===== config.mk =====
export PLATFORM = sky130hd
export DESIGN_NAME = imm_packer
export DESIGN_NICKNAME = d
export VERILOG_FILES = /design/src/rtl/imm_packer.sv
export SDC_FILE = /design/constraint.sdc
export NUM_CORES = 1
export LEC_CHECK = 0
export ABC_AREA = 1
export CORE_MARGIN = 4
export CORE_UTILIZATION = 50
export CTS_BUF_LIST = sky130_fd_sc_hd__clkbuf_4 sky130_fd_sc_hd__clkbuf_8
export DETAILED_ROUTE_END_ITERATION = 7
export PLACE_DENSITY = 0.83
export SETUP_SLACK_MARGIN = 0.05
export SLEW_MARGIN = 10
export SYNTH_ARGS = -nofsm -noshare
export SYNTH_HDL_FRONTEND = slang
export SYNTH_SLANG_ARGS = --single-unit

===== constraint.sdc =====
create_clock -name clk -period 1.95 [get_ports clk]
set_clock_uncertainty 0.05 [all_clocks]
set_input_delay 0.2925 -clock clk [delete_from_list [all_inputs] [get_ports clk]]
set_output_delay 0.2925 -clock clk [all_outputs]
set_load 0.02 [all_outputs]

===== src/rtl/imm_packer.sv =====
`default_nettype none
// ============================================================================
// Module      : imm_packer
// Description : Packs an XLEN-bit immediate into the I/S/B/U/J immediate
//               fields of a caller-supplied instruction template (the inverse
//               of the datapath immediate extender). Requests arrive on a
//               valid/ready input and results leave through a 2-entry FIFO
//               whose head registers drive the outputs directly.
//
// Ports       : clk        - sole clock, rising edge
//               rst        - synchronous reset, active-high
//               in_valid   - request carries imm/imm_type/template
//               in_ready   - packer can accept this cycle
//               imm        - immediate value (full sign-extended form)
//               imm_type   - 0=I 1=S 2=B 3=U 4=J; 5..7 invalid
//               template   - instruction word; imm-field bits overwritten
//               out_valid  - FIFO head valid
//               out_ready  - consumer takes head this cycle
//               out_inst   - packed instruction (FIFO head)
//               out_err    - head word had a range/type error
//               err_count  - saturating count of accepted words in error
//
// Config      : IMM_RANGE_CHECK_EN - when defined, immediates that do not fit
//               their field (or have a nonzero implied-zero LSB) raise
//               out_err and advance err_count. When undefined, out-of-range
//               immediates are silently truncated and only an invalid
//               imm_type is flagged.
//
// Revision    : 1.0 - initial release
// ============================================================================
module imm_packer #(
    parameter int XLEN      = 32,
    parameter int ERR_CNT_W = 8
) (
    input  logic                 clk,
    input  logic                 rst,
    input  logic                 in_valid,
    output logic                 in_ready,
    input  logic [XLEN-1:0]      imm,
    input  logic [2:0]           imm_type,
    input  logic [XLEN-1:0]      template,
    output logic                 out_valid,
    input  logic                 out_ready,
    output logic [XLEN-1:0]      out_inst,
    output logic                 out_err,
    output logic [ERR_CNT_W-1:0] err_count
);

    localparam logic [2:0] c_TYPE_I = 3'd0;
    localparam logic [2:0] c_TYPE_S = 3'd1;
    localparam logic [2:0] c_TYPE_B = 3'd2;
    localparam logic [2:0] c_TYPE_U = 3'd3;
    localparam logic [2:0] c_TYPE_J = 3'd4;

    // FIFO state: head registers feed the outputs, tail holds the second entry.
    logic [1:0]           r_count;
    logic [XLEN-1:0]      r_head_inst;
    logic                 r_head_err;
    logic [XLEN-1:0]      r_tail_inst;
    logic                 r_tail_err;
    logic [ERR_CNT_W-1:0] r_err_count;

    logic            w_push;
    logic            w_pop;
    logic [XLEN-1:0] w_pack_inst;
    logic            w_type_err;
    logic            w_err;

    // ------------------------------------------------------------------
    // Handshake
    // ------------------------------------------------------------------
    // Ready depends only on occupancy, so a full FIFO never accepts even if
    // the consumer pops in the same cycle.
    assign in_ready  = !rst && (r_count < 2'd2);
    assign out_valid = (r_count != 2'd0);
    assign w_push    = in_valid && in_ready;
    assign w_pop     = out_valid && out_ready;

    // ------------------------------------------------------------------
    // Field packing: always uses the truncated bits, even on error.
    // ------------------------------------------------------------------
    always_comb begin
        w_pack_inst = template;
        w_type_err  = 1'b0;
        case (imm_type)
            c_TYPE_I: begin
                w_pack_inst[31:20] = imm[11:0];
            end
            c_TYPE_S: begin
                w_pack_inst[31:25] = imm[11:5];
                w_pack_inst[11:7]  = imm[4:0];
            end
            c_TYPE_B: begin
                w_pack_inst[31]    = imm[12];
                w_pack_inst[30:25] = imm[10:5];
                w_pack_inst[11:8]  = imm[4:1];
                w_pack_inst[7]     = imm[11];
            end
            c_TYPE_U: begin
                w_pack_inst[31:12] = imm[31:12];
            end
            c_TYPE_J: begin
                w_pack_inst[31]    = imm[20];
                w_pack_inst[30:21] = imm[10:1];
                w_pack_inst[20]    = imm[11];
                w_pack_inst[19:12] = imm[19:12];
            end
            default: begin
                w_type_err = 1'b1;
            end
        endcase
    end

    // ------------------------------------------------------------------
    // Error classification
    // ------------------------------------------------------------------
`ifdef IMM_RANGE_CHECK_EN
    // An immediate fits an N-bit signed field when every bit from N-1 up to
    // the MSB equals the sign bit, i.e. that slice is all-zeros or all-ones.
    logic w_fit12;
    logic w_fit13;
    logic w_fit21;
    logic w_range_err;

    assign w_fit12 = (imm[31:11] == '0) || (imm[31:11] == '1);
    assign w_fit13 = (imm[31:12] == '0) || (imm[31:12] == '1);
    assign w_fit21 = (imm[31:20] == '0) || (imm[31:20] == '1);

    always_comb begin
        w_range_err = 1'b0;
        case (imm_type)
            c_TYPE_I,
            c_TYPE_S: w_range_err = !w_fit12;
            c_TYPE_B: w_range_err = !w_fit13 || imm[0];
            c_TYPE_U: w_range_err = (imm[11:0] != 12'd0);
            c_TYPE_J: w_range_err = !w_fit21 || imm[0];
            default:  w_range_err = 1'b0;
        endcase
    end

    assign w_err = w_type_err || w_range_err;
`else
    assign w_err = w_type_err;
`endif

    // ------------------------------------------------------------------
    // 2-entry FIFO and saturating error counter
    // ------------------------------------------------------------------
    always_ff @(posedge clk) begin
        if (rst) begin
            r_count     <= 2'd0;
            r_head_inst <= '0;
            r_head_err  <= 1'b0;
            r_tail_inst <= '0;
            r_tail_err  <= 1'b0;
            r_err_count <= '0;
        end else begin
            if (w_push && w_err && (r_err_count != '1)) begin
                r_err_count <= r_err_count + 1'b1;
            end

            case (r_count)
                2'd0: begin
                    if (w_push) begin
                        r_head_inst <= w_pack_inst;
                        r_head_err  <= w_err;
                        r_count     <= 2'd1;
                    end
                end
                2'd1: begin
                    case ({w_push, w_pop})
                        // Head leaves and the new word takes its place.
                        2'b11: begin
                            r_head_inst <= w_pack_inst;
                            r_head_err  <= w_err;
                        end
                        2'b10: begin
                            r_tail_inst <= w_pack_inst;
                            r_tail_err  <= w_err;
                            r_count     <= 2'd2;
                        end
                        2'b01: begin
                            r_count <= 2'd0;
                        end
                        default: begin
                            r_count <= 2'd1;
                        end
                    endcase
                end
                2'd2: begin
                    // No push possible here: in_ready is low while full.
                    if (w_pop) begin
                        r_head_inst <= r_tail_inst;
                        r_head_err  <= r_tail_err;
                        r_count     <= 2'd1;
                    end
                end
                default: begin
                    r_count <= 2'd0;
                end
            endcase
        end
    end

    assign out_inst  = r_head_inst;
    assign out_err   = r_head_err;
    assign err_count = r_err_count;

endmodule
`default_nettype wire


After elaboration in Yosys (flattened, before gate mapping) --
Cells that the tools add are included.
Word-level totals: memories 0, output and inout bits 43, bits of input ports 71, memory bits (writable) 0, logic and storage cells 55, register bits after elaboration 76, bits in latches 0, memory bits (read-only) 0
Cells by class: bitwise operators 0, multiply operators 0, magnitude comparators 1, muxes and demuxes 17, reduce and logical (&&, ||, !) cells 16, equal/unequal tests 14, shift-type cells 0, div/mod/pow operators 0, add/subtract/negate cells 1
Operators with widths (number):
- $mux W32 | 3
- $pmux W32 S3 | 1
- $pmux W7 S4 | 1
- $pmux W5 S3 | 1
- $pmux W2 S3 | 2
- $pmux W5 S2 | 1
- $add A8 B1 Y8 const B | 1
- $mux W8 | 1
- $ne A8 B8 Y1 const B | 1
- $eq A2 B2 Y1 const B | 3
- $eq A3 B2 Y1 const B | 2
- $ne A2 B2 Y1 const B | 3
- $logic_and A1 B1 Y1 | 5
- $reduce_or A5 Y1 | 1
- $eq A2 B1 Y1 const B | 2
- $mux W1 | 4
- $mux W2 | 2
- $reduce_and A4 Y1 | 1
- $reduce_or A2 Y1 | 2
- $eq A3 B1 Y1 const B | 1
- $eq A3 B3 Y1 const B | 1
- $logic_not A3 Y1 | 1
- $pmux W1 S3 | 1
- $reduce_and A3 Y1 | 1
- 7 further kinds | 7

Depth between registers and ports, before layout --
depth in word-level cells 6, mapped depth 13, gate-level depth less buffers 12

Worst setup path before layout --
No wires, ideal clock.
kind input to register, start point input port rst, end point register r_head_inst[23], in the netlist out_inst[23], required time 1.783 ns, library setup time 0.117 ns, setup slack -0.017 ns, arrival 1.800 ns, buffers on the path 3, cell stages on the path 12, cell sequence buf_4 > nor2_2 > nand2_2 > inv_1 > ha_1 > nand2_1 > nand2_1 > nand3_2 > buf_6 > buf_6 > nor2_1 > a21oi_1
Between the ends: longest elaborated chain between the ends 6, elaborated cells between the ends (all ways) 7, classes of those cells 3 x eq/ne; 4 x reduce/logical
RTL lines:
- start: declaration | line 36 | input logic rst,
- $logic_not A1 Y1 (*) | line 74 | assign in_ready = !rst && (r_count < 2'd2);
- $logic_and A1 B1 Y1 (*) | line 74
- named net in_ready | line 38 | output logic in_ready,
- $logic_and A1 B1 Y1 (*) | line 76 | assign w_push = in_valid && in_ready;
- $eq A2 B2 Y1 | line 171 | case ({w_push, w_pop})
- $ne A2 B1 Y1 (no source line)
- $reduce_and A4 Y1 (no source line) (*)
- end signal: assignment | line 165 | r_head_inst <= w_pack_inst;
- end signal: assignment | line 174 | r_head_inst <= w_pack_inst;
- end signal: assignment | line 193 | r_head_inst <= r_tail_inst;
- end: declaration | line 57 | logic [XLEN-1:0] r_head_inst;
Mark *: on every way through the listed nets, which the timed path passes. The rest lies on a longest branch. A chain may end at the register's enable or synchronous reset.

Worst setup path after layout --
start point register r_count[1], end point output port in_ready
Between the ends: longest elaborated chain between the ends 2
RTL lines:
- start: declaration | line 56 | logic [1:0] r_count;
- start signal: assignment | line 151 | r_count <= 2'd0;
- start signal: assignment | line 167 | r_count <= 2'd1;
- start signal: assignment | line 180 | r_count <= 2'd2;
- $lt A2 B2 Y1 | line 74
- $logic_and A1 B1 Y1 | line 74
- end: declaration | line 38
No other way between the ends.

==> results.py <==
metrics = {
    "yosys": {
        "synth.avg_cell_area_sq_um": 6.157,
        "ys.flop_type": "dfxtp_1",
        "yosys_warnings": 0,
        "netlist.area_leader.share_pct": 36.88,
        "synth_top_area_cell": "dfxtp_1",
        "synth_async_sr_flop_share_pct": 0,
        "ys_seq_elements": 76,
        "synthesis.area_sq_um": 4125,
        "yosysSeqAreaShare_pct": 36.88,
        "ys_types": 26,
        "yosysMostFrequentCell": "nand2_1",
        "synth-edff-count": 0,
        "syn_nets": 744,
        "postSynthCellCount": 670,
        "synthTopCellsByArea": "dfxtp_1 (37%), nand2_1 (18%), inv_1 (9.7%)",
        "ys_top_cells_by_count": "nand2_1 (199), inv_1 (107), dfxtp_1 (76)",
    },
    "grt": {
        "overflow": 0,
        "grt_pass1_vias": 4418,
        "track_usage_pct": 23.88,
        "grt_max_degree": 51,
        "grt_pass1_wl_mm": 19.33,
        "antenna_found_initial": 0,
    },
    "placement": {
        "dp.cells": 885,
        "portBuffers": 113,
        "pre_cts_ws_ns": -0.009687,
        "postPlaceCellArea_sq_um": 5512,
        "place_hpwl_mm": 8.722,
        "place.gp.congestion": 0.9812,
    },
    "route": {
        "wl_per_cell_um": 12.78,
        "drc": 0,
        "drtIter0Drc": 187,
        "drt_wl_total_mm": 11.52,
        "first_pass_iters": 4,
        "vias_per_cell": 4.990,
        "vias": 4496,
        "ant_nets": 0,
    },
    "final_layout": {
        "multiInputGateArea_sq_um": 2022,
        "final_area_sq_um": 5717,
        "fillCellCount": 632,
        "final_nets": 868,
        "area_growth_pct": 38.58,
        "seq_area_sq_um": 1523,
        "n_antenna_cell": 0,
        "drive_gt1_share_pct": 8.511,
        "fin_cells": 901,
        "post-route-util_pct": 72.48,
    },
    "flow_run": {
        "cap_violations": 0,
    },
    "sta": {
        "worst_pin_slew_ns": 0.4983,
        "setup_viol": 0,
        "holdWs_ns": 0.4007,
        "timing.fmax_mhz": 555.2,
        "final-hold-violation-count": 0,
        "timing.final.crit_share_pct": 92.37,
        "worst_slack_ns": 0.1488,
        "rsz0062_at_grt": "true",
        "slew_violations": 0,
        "max_slew_margin_pct": 66.78,
        "period_minus_slack_ns": 1.801,
    },
    "critical_path": {
        "worstPathArrival_ns": 1.46,
        "critPathKind": "reg -> out",
        "cp.required_ns": 1.61,
        "cp-end-kind": "primary output",
        "critPathLaunchType": "register",
        "worstPathMaxFanout": 2,
    },
    "power_and_ir_drop": {
        "leakagePower_nw": 2.767,
        "ir_worst_vdd_mv": 0.4609,
        "power_density_nw_per_um2": 718.5,
    },
    "worst_hold_path": {
        "worstHoldPathType": "reg -> reg",
    },
    "status": {
        "status": "finished clean",
    },
    "floorplan": {
        "fp.dieArea_sq_um": 9767,
        "die_h_um": 98.83,
        "core_sq_um": 7888,
        "num_io_pins": 114,
        "start_util_pct": 52.30,
        "rows": 32,
        "die_x_um": 98.83,
    },
    "cts": {
        "htree_levels": 3,
        "cts_tree": "done",
        "clock_path_buffers": 2,
        "ctsRootBufferMaster": "clkbuf_8",
        "ctsHoldBuffers": 0,
        "worstSkewPairLatency_ns": 0.35,
        "numCtsBuffers": 9,
        "clkSinkCount": 76,
        "cts.clk_slew.worst_paths_ns": 0.08,
    },
}
repair_timing:
action	CTS	global route
endpoints found under the setup margin	1	40
gates resized for setup	1	2
setup buffers	0	0
stage by stage:
step           total power, mW   TNS (ns)
3_5_place_dp             2.897  -0.009687
5_1_grt                  4.306          0
3_3_place_gp             2.861          0
6_report                 4.107          0
4_1_cts                  4.128          0
2_1_floorplan            2.390          0
worst max-delay path, cell delays in order (launching register included):
cell	delay, ns
dfxtp_1	0.36
nor2_4	0.13
clkdlybuf4s50_1	0.62
sequential cells by signal (all words and copies together) (netlist names):
signal       count
out_inst        32
r_tail_inst     32
err_count        8
r_count          2
out_err          1
r_tail_err       1
layer usage:
layer  vias up  GRT usage, %  part of all wire (%)
li1       2315             -                     -
met1      2021         28.38                    42
met2       130         42.05                    50
met3        30         3.397                   4.9
met4         0         11.45                   3.5
met5         -             0                     0
final cells by class:
type                    instances  area share, %
clock buffers                  11          2.539
repair buffers                146          24.89
multi-input cells             450          35.37
clock inverters                 5          1.051
well taps                     102          2.232
flip-flops and latches         76          26.64
inverters                     111          7.288
logic make-up after synthesis:
family / Yosys count / synth area share [%]
and+or+nand+nor: 331 / 33.45
AOI/OAI and AO/OA: 113 / 13.77
DFF: 76 / 36.88
xor gates and xnor gates: 3 / 0.6371
buffers and inverters: 144 / 14.35
adders and majority gates: 3 / 0.9100
final timing paths:
path	from	to	depth (start not counted)	slack [ns]
hold reg to reg	r_tail_inst[6]	r_tail_inst[6]	2	0.40
hold / removal	r_tail_inst[6]	r_tail_inst[6]	2	0.40
setup / recovery	r_count[1]	in_ready	2	0.15
setup reg to reg	r_count[1]	r_tail_inst[11]	10	0.19
placed cells by master (no fill, tap or decap):
| cell type | n |
|---|---|
| clkinv_4 | 1 |
| clkdlybuf4s50_1 | 111 |
| nor3_1 | 1 |
| clkinvlp_4 | 1 |
| buf_12 | 4 |
| nand2_1 | 199 |
| o21ai_0 | 36 |
| nand3_4 | 1 |
| nand3_1 | 38 |
| or2_1 | 4 |
| clkinv_1 | 1 |
| clkinv_2 | 1 |
| nor2_1 | 63 |
| xor2_1 | 3 |
| o21ai_1 | 2 |
| nor2_4 | 1 |
| a211oi_1 | 1 |
| nand4_1 | 12 |
| inv_2 | 3 |
| dfxtp_1 | 75 |
| nand3_2 | 2 |
| inv_6 | 1 |
| dlygate4sd2_1 | 1 |
| nor2_2 | 2 |
| inv_1 | 107 |
| buf_2 | 1 |
| clkbuf_4 | 1 |
| or2_2 | 3 |
| bufinv_16 | 1 |
| dfxtp_2 | 1 |
| ha_1 | 3 |
| buf_4 | 29 |
| clkbuf_8 | 10 |
| nand2_2 | 5 |
| a21oi_1 | 74 |
where the power goes:
part	leakage (nW)	total [mW]	internal [mW]	switching (mW)
clock network	0.103	1.24	0.645	0.592
logic	2.04	1.13	0.517	0.612
registers	0.621	1.74	1.67	0.0661
total	2.77	4.11	2.84	1.27
No activity file was read; power rests on OpenSTA's default activity.
